**config.mk**
```make
export PLATFORM = sky130hd
export DESIGN_NAME = top_soc
export DESIGN_NICKNAME = d
export VERILOG_FILES = /design/src/rtl/top_soc_pkg.sv /design/src/rtl/top_soc_engine.sv /design/src/rtl/top_soc.sv
export SDC_FILE = /design/constraint.sdc
export NUM_CORES = 1
export LEC_CHECK = 0
export BUFFER_PORTS_ARGS = -buffer_cell sky130_fd_sc_hd__buf_2
export CAP_MARGIN = 20
export CORE_ASPECT_RATIO = 0.8
export CORE_MARGIN = 4
export CORE_UTILIZATION = 45
export DETAILED_ROUTE_END_ITERATION = 7
export PLACE_DENSITY = 0.62
export SLEW_MARGIN = 15
export SYNTH_ARGS = -nofsm -noshare
export SYNTH_HDL_FRONTEND = slang
export SYNTH_SLANG_ARGS = --single-unit
```
**constraint.sdc**
```tcl
create_clock -name ACLK -period 4.8 [get_ports ACLK]
set_input_delay 1.2 -clock ACLK [delete_from_list [all_inputs] [get_ports ACLK]]
set_output_delay 1.2 -clock ACLK [all_outputs]
set_load 0.005 [all_outputs]
```
**src/rtl/top_soc_pkg.sv**
```systemverilog
// Shared constants and types for the top_soc AXI4-Lite register block and its engine.
package top_soc_pkg;

  localparam int unsigned AXI_ADDR_W  = 32;
  localparam int unsigned AXI_DATA_W  = 32;
  localparam int unsigned ENG_LATENCY = 4;

  localparam logic [3:0] OFF_CTRL     = 4'h0;
  localparam logic [3:0] OFF_STATUS   = 4'h4;
  localparam logic [3:0] OFF_DATA_IN  = 4'h8;
  localparam logic [3:0] OFF_DATA_OUT = 4'hC;

  localparam logic [1:0] RESP_OKAY   = 2'b00;
  localparam logic [1:0] RESP_SLVERR = 2'b10;

  localparam int unsigned STATUS_BUSY_BIT = 0;
  localparam int unsigned STATUS_DONE_BIT = 1;
  localparam int unsigned CTRL_START_BIT  = 0;

  typedef enum logic {
    ENG_IDLE = 1'b0,
    ENG_RUN  = 1'b1
  } eng_state_e;

  // Word-aligned register offset; the byte lane bits carry no meaning here.
  function automatic logic [3:0] reg_offset(input logic [3:0] addr_lo);
    return {addr_lo[3:2], 2'b00};
  endfunction

endpackage

```
**src/rtl/top_soc_engine.sv**
```systemverilog
// Fixed-latency engine: on start, latches a word and after LATENCY cycles presents it byte-reversed.
module soc_engine
  import top_soc_pkg::*;
#(
  parameter int unsigned DATA_W  = AXI_DATA_W,
  parameter int unsigned LATENCY = ENG_LATENCY
) (
  input  logic              clk,
  input  logic              rst_n,
  input  logic              i_start,
  input  logic [DATA_W-1:0] i_data,
  output logic              o_busy,
  output logic              o_done,
  output logic [DATA_W-1:0] o_data_out
);

  localparam int unsigned CNT_W = $clog2(LATENCY + 1);

  eng_state_e        r_state, w_state_nxt;
  logic [CNT_W-1:0]  r_cnt, w_cnt_nxt;
  logic              r_busy, w_busy_nxt;
  logic              r_done, w_done_nxt;
  logic [DATA_W-1:0] r_lat, w_lat_nxt;
  logic [DATA_W-1:0] r_dout, w_dout_nxt;
  logic [DATA_W-1:0] w_rev;

  always_comb begin
    w_rev = '0;
    for (int i = 0; i < int'(DATA_W / 8); i++) begin
      w_rev[8*i +: 8] = r_lat[DATA_W - 8 - 8*i +: 8];
    end
  end

  always_ff @(posedge clk) begin
    if (!rst_n) begin
      r_state <= ENG_IDLE;
      r_cnt   <= '0;
      r_busy  <= 1'b0;
      r_done  <= 1'b0;
      r_lat   <= '0;
      r_dout  <= '0;
    end else begin
      r_state <= w_state_nxt;
      r_cnt   <= w_cnt_nxt;
      r_busy  <= w_busy_nxt;
      r_done  <= w_done_nxt;
      r_lat   <= w_lat_nxt;
      r_dout  <= w_dout_nxt;
    end
  end

  // Starts arriving while running fall through the RUN branch and are dropped.
  always_comb begin
    w_state_nxt = r_state;
    w_cnt_nxt   = r_cnt;
    w_busy_nxt  = r_busy;
    w_done_nxt  = r_done;
    w_lat_nxt   = r_lat;
    w_dout_nxt  = r_dout;
    case (r_state)
      ENG_IDLE: begin
        if (i_start) begin
          w_state_nxt = ENG_RUN;
          w_cnt_nxt   = CNT_W'(LATENCY);
          w_busy_nxt  = 1'b1;
          w_done_nxt  = 1'b0;
          w_lat_nxt   = i_data;
        end
      end
      ENG_RUN: begin
        if (r_cnt == CNT_W'(1)) begin
          w_state_nxt = ENG_IDLE;
          w_cnt_nxt   = '0;
          w_busy_nxt  = 1'b0;
          w_done_nxt  = 1'b1;
          w_dout_nxt  = w_rev;
        end else begin
          w_cnt_nxt = r_cnt - CNT_W'(1);
        end
      end
      default: w_state_nxt = ENG_IDLE;
    endcase
  end

  assign o_busy     = r_busy;
  assign o_done     = r_done;
  assign o_data_out = r_dout;

endmodule

```
**src/rtl/top_soc.sv**
```systemverilog
// AXI4-Lite slave with CTRL/STATUS/DATA_IN/DATA_OUT registers fronting the byte-reverse engine.
module top_soc
  import top_soc_pkg::*;
#(
  parameter int unsigned ADDR_W  = AXI_ADDR_W,
  parameter int unsigned DATA_W  = AXI_DATA_W,
  parameter int unsigned LATENCY = ENG_LATENCY
) (
  input  logic              ACLK,
  input  logic              ARESETN,
  input  logic              AWVALID,
  output logic              AWREADY,
  input  logic [ADDR_W-1:0] AWADDR,
  input  logic              WVALID,
  output logic              WREADY,
  input  logic [DATA_W-1:0] WDATA,
  output logic              BVALID,
  input  logic              BREADY,
  output logic [1:0]        BRESP,
  input  logic              ARVALID,
  output logic              ARREADY,
  input  logic [ADDR_W-1:0] ARADDR,
  output logic              RVALID,
  input  logic              RREADY,
  output logic [DATA_W-1:0] RDATA,
  output logic [1:0]        RRESP
);

  logic              r_awready, r_wready, r_bvalid, r_arready, r_rvalid;
  logic [1:0]        r_bresp, r_rresp;
  logic [DATA_W-1:0] r_rdata;
  logic              r_aw_full, r_w_full;
  logic [ADDR_W-1:0] r_awaddr;
  logic [DATA_W-1:0] r_wdata;
  logic [DATA_W-1:0] r_data_in;

  logic              w_aw_hs, w_w_hs, w_ar_hs, w_do_write;
  logic [ADDR_W-1:0] w_aw_addr;
  logic [DATA_W-1:0] w_wdata;
  logic              w_wr_mapped, w_rd_mapped, w_start;
  logic [3:0]        w_wr_off, w_rd_off;
  logic [DATA_W-1:0] w_rd_data;
  logic [1:0]        w_rd_resp;
  logic              w_busy, w_done;
  logic [DATA_W-1:0] w_data_out;
  logic              w_unused_addr_bits;

  assign w_aw_hs = AWVALID && r_awready;
  assign w_w_hs  = WVALID && r_wready;
  assign w_ar_hs = ARVALID && r_arready;

  // A half captured earlier is merged with the live half so the write commits on the later handshake.
  assign w_aw_addr  = r_aw_full ? r_awaddr : AWADDR;
  assign w_wdata    = r_w_full ? r_wdata : WDATA;
  assign w_do_write = (w_aw_hs || r_aw_full) && (w_w_hs || r_w_full) && !r_bvalid;

  assign w_wr_mapped = (w_aw_addr[ADDR_W-1:4] == '0);
  assign w_wr_off    = reg_offset(w_aw_addr[3:0]);
  assign w_rd_mapped = (ARADDR[ADDR_W-1:4] == '0);
  assign w_rd_off    = reg_offset(ARADDR[3:0]);
  assign w_start     = w_do_write && w_wr_mapped && (w_wr_off == OFF_CTRL)
                       && w_wdata[CTRL_START_BIT];

  assign w_unused_addr_bits = &{1'b0, w_aw_addr[1:0], ARADDR[1:0]};

  // Write address/data capture and write response.
  always_ff @(posedge ACLK) begin
    if (!ARESETN) begin
      r_awready <= 1'b1;
      r_wready  <= 1'b1;
      r_aw_full <= 1'b0;
      r_w_full  <= 1'b0;
      r_awaddr  <= '0;
      r_wdata   <= '0;
      r_bvalid  <= 1'b0;
      r_bresp   <= RESP_OKAY;
    end else begin
      if (w_do_write) begin
        r_aw_full <= 1'b0;
        r_w_full  <= 1'b0;
        r_bvalid  <= 1'b1;
        r_bresp   <= w_wr_mapped ? RESP_OKAY : RESP_SLVERR;
      end else begin
        if (w_aw_hs) begin
          r_aw_full <= 1'b1;
          r_awaddr  <= AWADDR;
        end
        if (w_w_hs) begin
          r_w_full <= 1'b1;
          r_wdata  <= WDATA;
        end
      end
      if (w_aw_hs) r_awready <= 1'b0;
      if (w_w_hs)  r_wready  <= 1'b0;
      if (r_bvalid && BREADY) begin
        r_bvalid  <= 1'b0;
        r_awready <= 1'b1;
        r_wready  <= 1'b1;
      end
    end
  end

  // DATA_IN is the only writable storage; CTRL acts through the start pulse.
  always_ff @(posedge ACLK) begin
    if (!ARESETN) begin
      r_data_in <= '0;
    end else if (w_do_write && w_wr_mapped && (w_wr_off == OFF_DATA_IN)) begin
      r_data_in <= w_wdata;
    end
  end

  always_comb begin
    w_rd_data = '0;
    w_rd_resp = RESP_OKAY;
    if (!w_rd_mapped) begin
      w_rd_resp = RESP_SLVERR;
    end else begin
      case (w_rd_off)
        OFF_STATUS: begin
          w_rd_data[STATUS_BUSY_BIT] = w_busy;
          w_rd_data[STATUS_DONE_BIT] = w_done;
        end
        OFF_DATA_IN:  w_rd_data = r_data_in;
        OFF_DATA_OUT: w_rd_data = w_data_out;
        default:      w_rd_data = '0;
      endcase
    end
  end

  // Read data is sampled at the AR handshake and held until accepted.
  always_ff @(posedge ACLK) begin
    if (!ARESETN) begin
      r_arready <= 1'b1;
      r_rvalid  <= 1'b0;
      r_rdata   <= '0;
      r_rresp   <= RESP_OKAY;
    end else if (w_ar_hs) begin
      r_arready <= 1'b0;
      r_rvalid  <= 1'b1;
      r_rdata   <= w_rd_data;
      r_rresp   <= w_rd_resp;
    end else if (r_rvalid && RREADY) begin
      r_rvalid  <= 1'b0;
      r_arready <= 1'b1;
    end
  end

  soc_engine #(
    .DATA_W  (DATA_W),
    .LATENCY (LATENCY)
  ) u_engine (
    .clk        (ACLK),
    .rst_n      (ARESETN),
    .i_start    (w_start),
    .i_data     (r_data_in),
    .o_busy     (w_busy),
    .o_done     (w_done),
    .o_data_out (w_data_out)
  );

  assign AWREADY = r_awready;
  assign WREADY  = r_wready;
  assign BVALID  = r_bvalid;
  assign BRESP   = r_bresp;
  assign ARREADY = r_arready;
  assign RVALID  = r_rvalid;
  assign RDATA   = r_rdata;
  assign RRESP   = r_rresp;

endmodule

```
==> reports/metrics.yaml <==
avgSynthCellArea_um2: 9.10
setup_violations: 0
vias_per_cell: 5.03
crit_arrival_ns: 3.36
drive_gt1_frac: 0.240
post_cts_buffers: 0
grt_max_degree: 115
ys.warnings.count: 0
ys.flop_type: "dfxtp_1"
min_period_over_period: 0.626
antenna_found_initial: 0
ir_drop_mv: 0.198
nets: 1156
yosysUniqueCellTypes: 42
period_minus_slack_ns: 3.00
globalRouteOverflowTotal: 0
yosysSeqAreaShare: 0.475
crit_type: "primary input to flip-flop"
place_ws_ns: 1.32
io_pins: 144
layout_commonest_cell: "nand2_1"
ys_async_sr_fraction: 0
cts_buffers: 21
first_pass_iters: 4
relSlewSlack: 0.388
die_h_um: 132
area_growth_pct: 18.6
htree_levels: 1
drt-total-wl_mm: 20.5
dieArea_mm2: 0.0215
clk_pin_slew_ns: 0.06
synthesis.area_mm2: 0.00864
antenna_cells: 0
num_vias: 6666
synth_edf_count: 0
rsz0062_at_grt: "no"
synth_cells: 949
finalMaxSlewViolations: 0
post_drt_wl_per_cell_um: 15.5
cp-end-kind: "flip-flop"
clkSinkCount: 205
clock_latency_ns: 0.50
status: "complete, no violations"
clock-skew-final_ns: 0.0177
p_leak_nw: 4.36
hold_viol_final: 0
hold_depth: 2
core_mm2: 0.0189
r2r.worst_path.cells: 7
die_w_um: 163
first_global_vias: 6290
cap_violations: 0
start_kind: "primary input"
critical_path_required_ns: 5.16
initial_utilization: 0.457
power_density_mw_per_mm2: 374
grtUsageTotal: 0.185
layout_common_cells: "nand2_1, dfxtp_1, buf_2, a21boi_0, mux2_2"
hold_buffers: 0
grt_pass1_wl_mm: 33.0
drc: 0
path_max_fanout: 22
fp-row-count: 45
drt_iter0_drc: 360
clk_path_buf_depth: 3
cts_tree: "built"
post_cts_resized: 0
worstMarginPinSlew_ns: 0.918
setup_slack_ns: 1.80
port_buffers: 137
worstHoldPathType: "flip-flop to flip-flop"
fmax_mhz: 333
drtAntennaViolNets: 0
hpwlAfterDp_mm: 13.5
clockRootBuffer: "clkbuf_16"
fin_setup_tns_ns: 0
ys_seq_elements: 205
gp_congestion: 0.720
## sequential cells by signal, indices dropped and copies added, names as in the netlist, 3 cells and up
name and cells:
u_engine.r_lat 32, u_engine.o_data_out 32, r_wdata 32, r_awaddr 30, r_data_in 32, RDATA 32, u_engine.r_cnt 3
## worst paths after layout
check                       startpoint                    endpoint  slack (ns)
max                         AWADDR[13]  r_data_in[12]$_SDFFE_PN0P_        1.80
min          r_awaddr[27]$_SDFFE_PN0P_   r_awaddr[27]$_SDFFE_PN0P_        0.46
max reg2reg      r_w_full$_SDFFE_PP0P_  r_data_in[12]$_SDFFE_PN0P_        2.00
min reg2reg  r_awaddr[27]$_SDFFE_PN0P_   r_awaddr[27]$_SDFFE_PN0P_        0.46
## cell usage after synthesis (2+ instances only)
| library cell | instances | share of area |
|---|---|---|
| o2111ai_1 | 3 | 0.0030 |
| mux2_2 | 66 | 0.086 |
| clkbuf_1 | 60 | 0.026 |
| nor2_1 | 7 | 0.0030 |
| buf_2 | 5 | 0.0029 |
| inv_1 | 7 | 0.0030 |
| mux2i_1 | 64 | 0.074 |
| a22oi_1 | 30 | 0.026 |
| a41o_1 | 2 | 0.0023 |
| nor4_1 | 15 | 0.011 |
| a22o_1 | 2 | 0.0020 |
| or3_1 | 2 | 0.0014 |
| dfxtp_1 | 205 | 0.48 |
| and2_1 | 2 | 0.0014 |
| nand4_1 | 2 | 0.0014 |
| a21boi_0 | 99 | 0.086 |
| o211a_1 | 3 | 0.0035 |
| buf_4 | 2 | 0.0017 |
| a21oi_1 | 6 | 0.0035 |
| o21ai_0 | 4 | 0.0023 |
| ha_1 | 2 | 0.0029 |
| buf_6 | 3 | 0.0039 |
| nor3b_1 | 2 | 0.0017 |
| nor3_1 | 7 | 0.0041 |
| nor2b_1 | 32 | 0.023 |
| nand3_1 | 3 | 0.0017 |
| nand2b_1 | 3 | 0.0022 |
| nand2_1 | 296 | 0.13 |
| nor4b_1 | 2 | 0.0020 |
## stage by stage
stage	area [um2]	instances	total power [mW]	util	hold WS (ns)
floorplan	8640	950	1.98	-	0.424
global placement	9490	1286	2.09	0.502	0.438
detailed placement	9490	1286	2.10	0.502	0.446
CTS	10200	1324	3.86	0.541	0.456
global route	10200	1324	3.96	0.542	0.476
finish	10200	1324	3.83	0.542	0.459
## cell families after synthesis
family,Yosys count,synth area share
AO/OA/AOI/OAI,155,0.137
adder cells (fa/ha/maj),2,0.00290
buffers and inverters,78,0.0381
flip-flops,205,0.475
multiplexers,130,0.160
other,1,0.000434
AND/OR/NAND/NOR,378,0.186
## worst max-delay path, stage by stage
cell	delay, ns
buf_2	0.10
or4_1	0.53
o22a_1	0.27
a2111oi_4	0.41
o211ai_4	0.31
buf_4	0.35
mux2i_1	0.16
## metal layers
layer,wire length [um],track usage
met5,0,0
met1,10900,0.302
met2,8140,0.254
met3,1110,0.0300
met4,318,0.0345
## final cells by class
type | instances | area [um2]
Fill cell | 1805 | 8670
Multi-Input combinational cell | 667 | 4250
Sequential cell | 205 | 4100
Timing Repair Buffer | 149 | 795
Clock buffer | 30 | 609
Tap cell | 258 | 323
Clock inverter | 8 | 144
Inverter | 7 | 26.3
## where the power goes
group / total (mW) / switching (mW) / internal, mW
clock network: 1.77 / 0.671 / 1.10
registers: 1.76 / 0.0229 / 1.74
logic: 0.294 / 0.171 / 0.122
total: 3.83 / 0.866 / 2.96
Note: power is estimated with default switching activity, not from simulation.
